### src/rtl/keypad_pkg.sv
// Shared types and constants for the 4x4 hex keypad scanner: FSM states,
// matrix geometry and the {row,col} -> hex digit table.
package keypad_pkg;

  localparam int ROWS = 4;
  localparam int COLS = 4;

  typedef enum logic [1:0] {
    SCAN     = 2'd0,
    DEBOUNCE = 2'd1,
    PRESSED  = 2'd2,
    RELEASE  = 2'd3
  } state_e;

  // Indexed by {row,col}; row 3 is the "E 0 F D" bottom row of the pad.
  localparam logic [3:0] KEY_MAP [16] = '{
    4'h1, 4'h2, 4'h3, 4'hA,
    4'h4, 4'h5, 4'h6, 4'hB,
    4'h7, 4'h8, 4'h9, 4'hC,
    4'hE, 4'h0, 4'hF, 4'hD
  };

  // Index of the lowest active-low column; only meaningful when some bit is low.
  function automatic logic [1:0] lowest_low(input logic [COLS-1:0] v_n);
    lowest_low = 2'd0;
    for (int i = COLS - 1; i >= 0; i--) begin
      if (!v_n[i]) lowest_low = 2'(i);
    end
  endfunction

endpackage

### src/rtl/keypad_hex_scanner_if.sv
// Keypad pin and digit-output bundle between the scanner and its neighbours.
interface keypad_hex_scanner_if;
  import keypad_pkg::*;

  logic [ROWS-1:0] rows_n;
  logic [COLS-1:0] cols_n;
  logic [3:0]      digit;
  logic            digit_valid;
  logic            key_held;

  modport master (
    output rows_n,
    output digit,
    output digit_valid,
    output key_held,
    input  cols_n
  );

  modport slave (
    input  rows_n,
    input  digit,
    input  digit_valid,
    input  key_held,
    output cols_n
  );
endinterface

### src/rtl/keypad_key_mapper.sv
// Combinational lookup of the hex digit printed on key {row,col}.
module keypad_key_mapper
  import keypad_pkg::*;
(
  input  logic [1:0] row_i,
  input  logic [1:0] col_i,
  output logic [3:0] digit_o
);

  assign digit_o = KEY_MAP[{row_i, col_i}];

endmodule

### src/rtl/keypad_hex_scanner.sv
// Row-scanning 4x4 keypad reader: synchronises the columns, debounces press
// and release of one latched key and emits a one-cycle strobe per accepted press.
module keypad_hex_scanner
  import keypad_pkg::*;
#(
  parameter int SETTLE_CYCLES   = 16,
  parameter int DEBOUNCE_CYCLES = 500000
) (
  input  logic              clk,
  input  logic              rst,
  keypad_hex_scanner_if.master kp
);

  localparam int CNT_MAX = (SETTLE_CYCLES > DEBOUNCE_CYCLES) ? SETTLE_CYCLES : DEBOUNCE_CYCLES;
  localparam int CNT_W   = (CNT_MAX > 1) ? $clog2(CNT_MAX) : 1;
  localparam logic [CNT_W-1:0] SETTLE_LAST = CNT_W'(SETTLE_CYCLES - 1);
  localparam logic [CNT_W-1:0] DEB_LAST    = CNT_W'(DEBOUNCE_CYCLES - 1);

  logic [COLS-1:0] sync1_q, cs_n_q;
  state_e          state_q, state_d;
  logic [1:0]      row_q, row_d;
  logic [1:0]      col_q, col_d;
  logic [CNT_W-1:0] cnt_q, cnt_d;
  logic [3:0]      digit_q, digit_d;
  logic            dv_q, dv_d;
  logic            held_q, held_d;
  logic [3:0]      map_digit;
  logic            col_low;

  keypad_key_mapper u_mapper (
    .row_i   (row_q),
    .col_i   (col_q),
    .digit_o (map_digit)
  );

  assign col_low = !cs_n_q[col_q];

  always_comb begin
    state_d = state_q;
    row_d   = row_q;
    col_d   = col_q;
    cnt_d   = cnt_q;
    digit_d = digit_q;
    dv_d    = 1'b0;
    case (state_q)
      SCAN: begin
        if (cnt_q == SETTLE_LAST) begin
          cnt_d = '0;
          if (cs_n_q != {COLS{1'b1}}) begin
            col_d   = lowest_low(cs_n_q);
            state_d = DEBOUNCE;
          end else begin
            row_d = row_q + 2'd1;
          end
        end else begin
          cnt_d = cnt_q + 1'b1;
        end
      end
      DEBOUNCE: begin
        if (!col_low) begin
          cnt_d   = '0;
          state_d = SCAN;
        end else if (cnt_q == DEB_LAST) begin
          cnt_d   = '0;
          digit_d = map_digit;
          dv_d    = 1'b1;
          state_d = PRESSED;
        end else begin
          cnt_d = cnt_q + 1'b1;
        end
      end
      PRESSED: begin
        if (!col_low) begin
          cnt_d   = '0;
          state_d = RELEASE;
        end
      end
      RELEASE: begin
        // A bounce back to low returns to PRESSED silently; the press was already reported.
        if (col_low) begin
          cnt_d   = '0;
          state_d = PRESSED;
        end else if (cnt_q == DEB_LAST) begin
          cnt_d   = '0;
          row_d   = row_q + 2'd1;
          state_d = SCAN;
        end else begin
          cnt_d = cnt_q + 1'b1;
        end
      end
      default: state_d = SCAN;
    endcase
    held_d = (state_d == PRESSED) || (state_d == RELEASE);
  end

  always_ff @(posedge clk or posedge rst) begin
    if (rst) begin
      sync1_q <= {COLS{1'b1}};
      cs_n_q  <= {COLS{1'b1}};
      state_q <= SCAN;
      row_q   <= 2'd0;
      col_q   <= 2'd0;
      cnt_q   <= '0;
      digit_q <= 4'h0;
      dv_q    <= 1'b0;
      held_q  <= 1'b0;
    end else begin
      sync1_q <= kp.cols_n;
      cs_n_q  <= sync1_q;
      state_q <= state_d;
      row_q   <= row_d;
      col_q   <= col_d;
      cnt_q   <= cnt_d;
      digit_q <= digit_d;
      dv_q    <= dv_d;
      held_q  <= held_d;
    end
  end

  assign kp.rows_n      = ~(4'b0001 << row_q);
  assign kp.digit       = digit_q;
  assign kp.digit_valid = dv_q;
  assign kp.key_held    = held_q;

endmodule
### src/flat_wrapper.sv
// flat-port wrapper written by rule: the top's interface ports become plain ports
module keypad_hex_scanner_flat import keypad_pkg::*;
#(
  parameter int SETTLE_CYCLES   = 16,
  parameter int DEBOUNCE_CYCLES = 500000
)
  (clk, rst, kp_rows_n, kp_digit, kp_digit_valid, kp_key_held, kp_cols_n);
  keypad_hex_scanner_if kp_i ();
  input  logic clk;
  input  logic rst;
  output wire logic [$bits(kp_i.rows_n)-1:0] kp_rows_n;
  output wire logic [$bits(kp_i.digit)-1:0] kp_digit;
  output wire logic [$bits(kp_i.digit_valid)-1:0] kp_digit_valid;
  output wire logic [$bits(kp_i.key_held)-1:0] kp_key_held;
  input wire logic [$bits(kp_i.cols_n)-1:0] kp_cols_n;
  assign kp_rows_n = kp_i.rows_n;
  assign kp_digit = kp_i.digit;
  assign kp_digit_valid = kp_i.digit_valid;
  assign kp_key_held = kp_i.key_held;
  assign kp_i.cols_n = kp_cols_n;
  keypad_hex_scanner #(.SETTLE_CYCLES(SETTLE_CYCLES), .DEBOUNCE_CYCLES(DEBOUNCE_CYCLES)) u_core (.clk(clk), .rst(rst), .kp(kp_i));
endmodule
### config.mk
export PLATFORM = sky130hd
export DESIGN_NAME = keypad_hex_scanner_flat
export DESIGN_NICKNAME = d
export VERILOG_FILES = /design/src/rtl/keypad_pkg.sv /design/src/rtl/keypad_hex_scanner_if.sv /design/src/rtl/keypad_key_mapper.sv /design/src/rtl/keypad_hex_scanner.sv /design/src/flat_wrapper.sv
export SDC_FILE = /design/constraint.sdc
export NUM_CORES = 1
export LEC_CHECK = 0
export ABC_AREA = 1
export BUFFER_PORTS_ARGS = -buffer_cell sky130_fd_sc_hd__buf_2
export CAP_MARGIN = 10
export CORE_UTILIZATION = 60
export DETAILED_ROUTE_END_ITERATION = 6
export PLACE_DENSITY = 0.79
export SLEW_MARGIN = 30
export SYNTH_ARGS = -nofsm -noshare
export SYNTH_HDL_FRONTEND = slang
export SYNTH_SLANG_ARGS = --single-unit
### constraint.sdc
create_clock -name clk -period 2.3 [get_ports clk]
set_clock_uncertainty 0.15 [all_clocks]
set_input_delay 0.23 -clock clk [delete_from_list [all_inputs] [get_ports clk]]
set_output_delay 0.23 -clock clk [all_outputs]
set_load 0.03 [all_outputs]
==> results of run 1 <==
==> kinds of logic after synthesis <==
kind of cell	after synthesis
buffers and inverters	39
adder cells (fa/ha/maj)	15
XOR/XNOR	10
AND/OR/NAND/NOR	170
AO/OA/AOI/OAI	29
flip-flops	39
==> routing by layer <==
metal	share of wire	track usage	vias to the layer above	routed length, um
met5	0	0	-	0
met2	0.44	0.382	45	1980
li1	-	-	1022	-
met3	0.044	0.0634	7	196
met1	0.50	0.376	887	2260
met4	0.012	0.0778	0	56
==> repair_timing <==
item / in CTS / in global routing
hold buffers: 5 / 0
hold endpoints to repair: 35 / 0
gates resized for setup: 0 / 0
==> registers in the layout (all words and copies together) (netlist names) <==
name and count:
u_core.cnt_q 19, u_core.col_q 2, u_core.row_q 2, u_core.kp.key_held 1, u_core.kp.digit 4, u_core.cs_n_q 4
u_core.sync1_q 4, u_core.kp.digit_valid 1, u_core.state_q 2
==> worst paths after layout <==
kind | from | end | slack, ns | cells after the start
worst min register to register | u_core.sync1_q[0]$_DFF_PP1_ | u_core.cs_n_q[0]$_DFF_PP1_ | 0.21 | 0
min in group asynchronous | rst | u_core.cnt_q[18]$_DFFE_PP0P_ | 0.43 | 4
worst min-delay path | u_core.sync1_q[0]$_DFF_PP1_ | u_core.cs_n_q[0]$_DFF_PP1_ | 0.21 | 0
max in group asynchronous | rst | u_core.cs_n_q[0]$_DFF_PP1_ | 1.22 | 4
worst max-delay path | u_core.cnt_q[0]$_DFFE_PP0P_ | u_core.cnt_q[10]$_DFFE_PP0P_ | 0.26 | 8
worst max register to register | u_core.cnt_q[0]$_DFFE_PP0P_ | u_core.cnt_q[10]$_DFFE_PP0P_ | 0.26 | 8
==> where the power goes <==
| part | switching, uW | leakage (uW) | internal (uW) |
|---|---|---|---|
| clock network | 241 | 0.0000612 | 351 |
| registers | 90.7 | 0.000506 | 755 |
| logic | 374 | 0.000742 | 194 |
| total | 706 | 0.00131 | 1300 |
==> layout make-up <==
class                           instances  share of cell area
Sequential cell                        39               0.371
Clock inverter                          2              0.0132
Multi-Input combinational cell        224               0.459
Clock buffer                            6              0.0310
Tap cell                               48              0.0226
Timing Repair Buffer                   22              0.0527
Inverter                               36              0.0508
==> per-stage QoR <==
stage	area, um^2	setup slack (ns)	cells	utilization	power [uW]
after floorplan	2360	0.529	302	-	1310
after global placement	2490	0.341	364	0.671	1410
after CTS	2660	0.247	377	0.716	2020
after detailed placement	2490	0.280	364	0.671	1420
after global routing	2660	0.0616	377	0.716	2140
final	2660	0.262	377	0.716	2010
==> Yosys cell counts (2+ instances only) <==
cell,count
a21oi_1,7
a31oi_1,2
dfrtp_1,31
dfstp_2,8
ha_1,15
inv_1,34
inv_2,2
nand2_1,70
nand2_2,5
nand2_4,2
nand3_1,24
nand3_2,3
nand4_1,10
nor2_1,43
nor2_2,2
nor2_4,2
nor3_1,5
o21ai_0,15
xor2_1,10
==> critical path, stage by stage (launching register included) <==
cell	delay [ns]
dfrtp_1	0.39
ha_1	0.25
nand2_1	0.11
nor2_4	0.14
nand3_2	0.17
nand2_2	0.13
nand2_4	0.07
a21oi_4	0.39
nor2_1	0.09
==> flow_summary_export.csv, run 1 <==
group,metric,value,unit
outcome,outcome,"finished, final reports clean",
clock_tree,cts_setup_buffers,0,
placed_design,dp_hpwl,3130,um
floorplan,die-area,4200,um^2
clock_tree,cts_buffers,5,
pwr,pwr_density_cell,754,nW/um^2
floorplan,start_util,0.636,
final_layout,layout_commonest_cell,"nand2_1",
final_layout,mostFrequentLayoutCells,"70 x nand2_1, 43 x nor2_1, 34 x inv_1",
synthesis,syn_inst,302,
grt,track_usage,0.259,
critical_path,arrival,2.05,ns
drt,postRouteAntennaNets,0,
timing,worst_slew_pin_slew,0.456,ns
synthesis,synth.largest_area_cell,"dfrtp_1",
synthesis,syn_nets,323,
clock_tree,cts_root_buf,"clkbuf_8",
critical_path,endpoint_kind,"flip-flop",
clock_tree,clkLatencyLatePin,0.29,ns
timing,hold_viol,0,
timing,holdWs,0.206,ns
critical_path,crit_path_start_kind,"flip-flop",
clock_tree,clk_pin_slew,0.07,ns
clock_tree,tritoncts,"yes",
final_layout,seq_area,986,um^2
floorplan,die_w,64.8,um
grt,antenna_found_initial,0,
synthesis,synth-adder-area-share,0.0794,
synthesis,synth_top_area_share,0.328,
synthesis,async_flop_share,1.00,
synthesis,synth_edf_count,0,
synthesis,yosysSeqAreaShare,0.417,
synthesis,synth_simple_gate_area_frac,0.329,
timing,max_slew_margin,0.696,
final_layout,area_delta_synth_final,12.5,%
final_layout,fin_nets,349,
final_layout,diodes,0,
synthesis,syn_area,2360,um^2
synthesis,yosysWarnings,0,
floorplan,die_h,64.8,um
timing,rsz0062_at_grt,"no",
placed_design,gp_congestion,0.877,
timing,setup_viol,0,
drt,drc,0,
timing,finalSetupTns,0,ns
floorplan,pin_count,16,
timing,finalMaxSlewViolations,0,
pwr,vdd_drop_max,0.000553,V
timing,post-route-min-period,2.04,ns
synthesis,ys_types,31,
drt,dr.first_iter.drc_count,140,
floorplan,coreArea,3720,um^2
final_layout,final_layout_size_suffix_gt1_frac,0.155,
synthesis,synthMuxAreaShare,0,
synthesis,avgSynthCellArea,7.83,um^2
critical_path,cp.required,2.31,ns
clock_tree,cts_sinks,39,
timing,fmax,491,MHz
synthesis,synth-xor-area-share,0.0370,
drt,dr.pass1.iters,4,
clock_tree,clk_path_buf_depth,2,
final_layout,multi_input_area,1220,um^2
grt,gr-total-overflow,0,
drt,wl_per_cell,11.9,um
synthesis,synth-seq-cells,39,
drt,viasPerCell,5.20,
synthesis,synth_compound_area_frac,0.0714,
synthesis,synth_ff_type,"dfrtp_1",
drt,routed_wl,4490,um
critical_path,critPathKind,"flip-flop to flip-flop",
final_layout,fill_cells,310,
timing,final.period_utilization,0.886,
pwr,leakage,0.00131,uW
clock_tree,htreeDepth,2,
placed_design,portBuffers,15,
synthesis,synth_top_family_by_area,"simple AND/OR/NAND/NOR gates",
hold_path,hold_path_class,"flip-flop to flip-flop",
floorplan,row_count,22,
grt,grt_start_max_net_pins,40,
synthesis,ys_top_cells_by_area,"dfrtp_1 33%, nand2_1 11%, dfstp_2 8.9%, ha_1 7.9%, nor2_1 6.8%",
flow_run,maxCapViolCount,0,
drt,vias,1961,
grt,grt_pass1_wl,8280,um
grt,grt_pass1_vias,1855,
critical_path,crit_fanout,15,
(Power assumes the default switching activity.)
==> run 2: changes to the inputs <==
GPL_TIMING_DRIVEN = 0   (was default)
==> flow_summary_export.csv, run 2 (synthesis results as in run 1) <==
group,metric,value,unit
outcome,outcome,"finished, final reports clean",
drt,top_layer,"met4",
timing,max_slew_margin,0.676,
timing,rsz0062_at_grt,"no",
clock_tree,cts_buffers,5,
pwr,pwr_density_cell,789,nW/um^2
drt,viasPerCell,5.35,
placed_design,portBuffers,15,
clock_tree,cts_root_buf,"clkbuf_8",
critical_path,crit_path_start_kind,"flip-flop",
drt,dr.pass1.iters,4,
drt,wl_per_cell,12.7,um
drt,routed_wl,4800,um
drt,drc,0,
drt,met1_length,2300,um
timing,final.period_utilization,0.898,
grt,antenna_found_initial,0,
clock_tree,cts_hold_buffers,5,
hold_path,worstHoldStart,"u_core.sync1_q[2]$_DFF_PP1_",
final_layout,final_layout_size_suffix_gt1_frac,0.160,
clock_tree,clk_pin_slew,0.08,ns
timing,hold_viol,0,
floorplan,pin_count,16,
final_layout,regMostFlops,"u_core.cnt_q",
pwr,leakage,0.00133,uW
critical_path,crit_fanout,10,
hold_path,min_to,"u_core.cs_n_q[2]$_DFF_PP1_",
placed_design,dp_hpwl,3450,um
clock_tree,cts-resized-gates,0,
final_layout,fill_cells,277,
clock_tree,clk_path_buf_depth,2,
final_layout,fin_nets,351,
drt,routed-wl-met3,228,um
clock_tree,htreeDepth,2,
grt,grt_pass1_wl,8220,um
floorplan,die_h,64.8,um
final_layout,diodes,0,
critical_path,critPathKind,"flip-flop to flip-flop",
flow_run,maxCapViolCount,0,
drt,postRouteAntennaNets,0,
critical_path,cp.required,2.33,ns
timing,fmax,484,MHz
clock_tree,tritoncts,"yes",
critical_path,timing.rr.start,"u_core.cnt_q[0]$_DFFE_PP0P_",
timing,setup_viol,0,
timing,worst_slew_pin_slew,0.482,ns
floorplan,die-area,4200,um^2
final_layout,layout_commonest_cell,"nand2_1",
critical_path,reg2reg_slack,0.23,ns
floorplan,die_w,64.8,um
critical_path,r2r-end,"u_core.cnt_q[4]$_DFFE_PP0P_",
final_layout,area_delta_synth_final,14.8,%
timing,finalSetupTns,0,ns
grt,grt_pass1_vias,1823,
floorplan,start_util,0.636,
hold_path,hold_path_class,"flip-flop to flip-flop",
drt,route.met2.wl,2220,um
floorplan,coreArea,3720,um^2
pwr,vdd_drop_max,0.000777,V
final_layout,largest_reg_flops,19,
critical_path,arrival,2.10,ns
floorplan,row_count,22,
grt,gr-total-overflow,0,
clock_tree,cts_sinks,39,
placed_design,gp_congestion,0.840,
grt,grt_start_max_net_pins,23,
placed_design,dp_slack,0.261,ns
timing,setup_ws,0.235,ns
drt,vias,2027,
critical_path,r2r_cells,9,
timing,finalMaxSlewViolations,0,
final_layout,multi_input_area,1220,um^2
clock_tree,cts_setup_buffers,0,
timing,post-route-min-period,2.07,ns
drt,dr.first_iter.drc_count,165,
final_layout,seq_area,986,um^2
grt,track_usage,0.258,
hold_path,holdPathStages,0,
clock_tree,clkLatencyLatePin,0.29,ns
critical_path,endpoint_kind,"flip-flop",
final_layout,mostFrequentLayoutCells,"70 x nand2_1, 43 x nor2_1, 33 x inv_1",
==> run 2: metal layers <==
layer  global-route usage  vias to the layer above
li1                     -                     1025
met5                    0                        -
met3               0.0440                        7
met2                0.406                       54
met4               0.0778                        0
met1                0.362                      941
==> run 2: area by class of cell <==
type	count	share of cell area
multi-input combinational	224	0.450
sequential	39	0.363
timing repair buffer	21	0.0562
inverter	36	0.0498
clock buffer	5	0.0254
clock inverter	3	0.0249
tap	48	0.0221
buffer	3	0.00830
==> run 2: worst max-delay path by stage <==
| stage | from | endpoint | slack [ns] | depth (start not counted) |
|---|---|---|---|---|
| after global placement | u_core.cnt_q[0]$_DFFE_PP0P_ | u_core.cnt_q[4]$_DFFE_PP0P_ | 0.28 | 9 |
| after CTS | u_core.cnt_q[0]$_DFFE_PP0P_ | u_core.cnt_q[4]$_DFFE_PP0P_ | 0.23 | 9 |
| final | u_core.cnt_q[0]$_DFFE_PP0P_ | u_core.cnt_q[4]$_DFFE_PP0P_ | 0.23 | 9 |
| after global routing | u_core.cnt_q[0]$_DFFE_PP0P_ | u_core.cnt_q[4]$_DFFE_PP0P_ | 0.07 | 9 |
| after floorplan | u_core.cnt_q[0]$_DFFE_PP0P_ | u_core.cnt_q[4]$_DFFE_PP0P_ | 0.53 | 9 |
| after detailed placement | u_core.cnt_q[0]$_DFFE_PP0P_ | u_core.cnt_q[4]$_DFFE_PP0P_ | 0.26 | 9 |
==> run 2: critical path: stages (launching register included) <==
cell	delay, ns
dfrtp_1	0.40
ha_1	0.27
nand2_1	0.13
nor2_4	0.16
nand3_2	0.18
nand2_2	0.13
nand2_4	0.07
a21oi_4	0.24
buf_6	0.18
nor2_1	0.05
==> run 2: metrics by stage <==
step	util	hold slack, ns	power, uW	instance area (um^2)	std cells
after floorplan	-	0.0845	1310	2360	302
after global placement	0.673	0.185	1420	2500	365
after detailed placement	0.680	0.0940	1470	2530	366
after CTS	0.730	0.209	2160	2710	379
after global routing	0.730	0.214	2280	2710	379
final	0.730	0.208	2140	2710	379
==> run 2: power by group <==
part           switching [uW]  internal, uW
logic                     416           221
clock network             247           432
registers                71.3           755
==> run 3: changes to the inputs <==
CELL_PAD_IN_SITES_DETAIL_PLACEMENT = 0   (was default)
CELL_PAD_IN_SITES_GLOBAL_PLACEMENT = 1   (was default)
CORE_UTILIZATION = 45   (was 60)
PLACE_DENSITY = default   (was 0.79)
PLACE_DENSITY_LB_ADDON = 0.1   (was default)
==> flow_summary_export.csv, run 3 (synthesis results as in run 1) <==
group,metric,value,unit
final_layout,largest_reg_flops,19,
critical_path,arrival,2.08,ns
clock_tree,clk_pin_slew,0.08,ns
timing,setup_ws,0.254,ns
drt,dr.pass1.iters,4,
critical_path,r2r-end,"u_core.cnt_q[6]$_DFFE_PP0P_",
pwr,clock_power_share,0.283,
grt,use_met2,0.266,
clock_tree,cts_root_buf,"clkbuf_8",
placed_design,gp_congestion,0.802,
timing,finalMaxSlewViolations,0,
grt,gr-total-overflow,0,
timing,finalSetupTns,0,ns
grt,grt.busiest_layer,"met1",
drt,vias,1963,
critical_path,critPathMaxStageDelay,0.40,ns
pwr,pwr_density_cell,744,nW/um^2
drt,dr.first_iter.drc_count,111,
outcome,outcome,"finished, final reports clean",
critical_path,cp_cell_sequence,"ha_1, nand2_1, nor2_4, nand3_2, nand2_2, nand2_4, a21oi_4, buf_6, nor2_1",
clock_tree,cts_sinks,39,
pwr,p_sw,724,uW
grt,grt_use_met3,0.0407,
floorplan,die-area,5550,um^2
critical_path,cp.depth,9,
pwr,leakage,0.00132,uW
critical_path,crit_path_start_kind,"flip-flop",
floorplan,die_w,74.5,um
hold_path,hold_path_class,"flip-flop to flip-flop",
placed_design,dp_hpwl,3560,um
grt,grt_pass1_vias,1734,
clock_tree,clk_path_buf_depth,2,
drt,drc,0,
floorplan,row_count,26,
critical_path,crit_slowest_cell,"dfrtp_1",
critical_path,cp-startpoint,"u_core.cnt_q[0]$_DFFE_PP0P_",
final_layout,final_layout_size_suffix_gt1_frac,0.160,
critical_path,crit_path_end,"u_core.cnt_q[6]$_DFFE_PP0P_",
grt,antenna_found_initial,0,
critical_path,critPathKind,"flip-flop to flip-flop",
clock_tree,cts-resized-gates,0,
floorplan,pin_count,16,
timing,worst_slew_pin_slew,0.397,ns
grt,grtUsageMet1,0.299,
timing,holdWs,0.208,ns
pwr,vdd_drop_max,0.000457,V
final_layout,mostFrequentLayoutCells,"70 x nand2_1, 43 x nor2_1, 33 x inv_1",
grt,grt_pass1_wl,8100,um
critical_path,path_buf_inv,1,
clock_tree,htreeDepth,2,
drt,postRouteAntennaNets,0,
clock_tree,clkLatencyLatePin,0.29,ns
final_layout,regMostFlops,"u_core.cnt_q",
drt,viasPerCell,4.90,
critical_path,reg2reg_slack,0.25,ns
clock_tree,cts_setup_buffers,0,
final_layout,diodes,0,
pwr,swShare,0.359,
timing,post-route-min-period,2.05,ns
grt,track_usage,0.195,
critical_path,cp_top_family,"simple AND/OR/NAND/NOR gates",
drt,routed_wl,4830,um
critical_path,timing.rr.start,"u_core.cnt_q[0]$_DFFE_PP0P_",
critical_path,endpoint_kind,"flip-flop",
critical_path,r2r_cells,9,
timing,max_slew_margin,0.733,
pwr,pwr-share-comb,0.307,
timing,setup_viol,0,
floorplan,coreArea,5070,um^2
clock_tree,cts_buffers,5,
hold_path,holdPathStages,0,
drt,wl_per_cell,12.0,um
placed_design,dp_slack,0.238,ns
timing,final.period_utilization,0.890,
pwr,internal-power,1290,uW
floorplan,start_util,0.466,
critical_path,cp.required,2.33,ns
timing,fmax,489,MHz
clock_tree,tritoncts,"yes",
grt,grt_start_max_net_pins,26,
hold_path,worstHoldStart,"u_core.sync1_q[0]$_DFF_PP1_",
critical_path,crit_fanout,10,
final_layout,area_delta_synth_final,14.6,%
final_layout,layout_commonest_cell,"nand2_1",
floorplan,die_h,74.5,um
pwr,power,2020,uW
timing,hold_viol,0,
flow_run,maxCapViolCount,0,
timing,rsz0062_at_grt,"no",
placed_design,portBuffers,15,
pwr,seqPwrFrac,0.410,
final_layout,fin_nets,351,
==> run 3: cell types whose count changed in the layout (fill, tap and decap cells not counted) <==
cell,before,now
buf_16,1,0
clkinvlp_4,1,0
bufinv_16,2,1
clkinv_2,0,1
clkinv_4,0,1
buf_12,0,1
==> run 3: per-stage QoR <==
stage	cell area [um^2]	instances	utilization
after floorplan	2360	302	-
after global placement	2530	387	0.498
after detailed placement	2550	388	0.502
after CTS	2710	401	0.534
after global routing	2710	401	0.534
final	2710	401	0.534
==> run 3: final cells by class <==
cell class	count	area, um^2
Inverter	36	135
Clock buffer	5	68.8
Clock inverter	3	43.8
Sequential cell	39	986
Tap cell	70	87.6
Timing Repair Buffer	21	145
Multi-Input combinational cell	224	1220
Fill cell	486	2360
Buffer	3	22.5
==> run 3: power groups by stage <==
| stage | sequential, uW | clock (uW) | combinational, uW |
|---|---|---|---|
| 2_1_floorplan | 821 | 0 | 487 |
| 3_3_place_gp | 838 | 0 | 614 |
| 3_5_place_dp | 841 | 0 | 620 |
| 4_1_cts | 828 | 594 | 629 |
| 5_1_grt | 838 | 617 | 712 |
| 6_report | 827 | 571 | 618 |
==> run 3: worst min-delay path by stage <==
stage | end
finish | u_core.cs_n_q[0]$_DFF_PP1_
floorplan | u_core.sync1_q[0]$_DFF_PP1_
CTS | u_core.cs_n_q[0]$_DFF_PP1_
detailed placement | u_core.cnt_q[0]$_DFFE_PP0P_
global placement | u_core.sync1_q[2]$_DFF_PP1_
global route | u_core.cs_n_q[1]$_DFF_PP1_
==> run 3: per-layer routing <==
| metal | vias to the layer above | part of all wire |
|---|---|---|
| met5 | - | 0 |
| met4 | 0 | 0.014 |
| met3 | 7 | 0.046 |
| met2 | 42 | 0.41 |
| met1 | 886 | 0.53 |
| li1 | 1028 | - |
==> run 3: timing repair <==
item	CTS	global route
endpoints found under the hold margin	18	0
hold buffers	5	0
endpoints found under the setup margin	0	0
==> run 3: worst register-to-register path: cells and delay by family, from the launching register on <==
family / cells / cell delay (ns)
buffers and inverters: 1 / 0.18
DFF: 1 / 0.40
AOI/OAI and AO/OA: 1 / 0.24
and+or+nand+nor: 6 / 0.72
adders and majority gates: 1 / 0.26
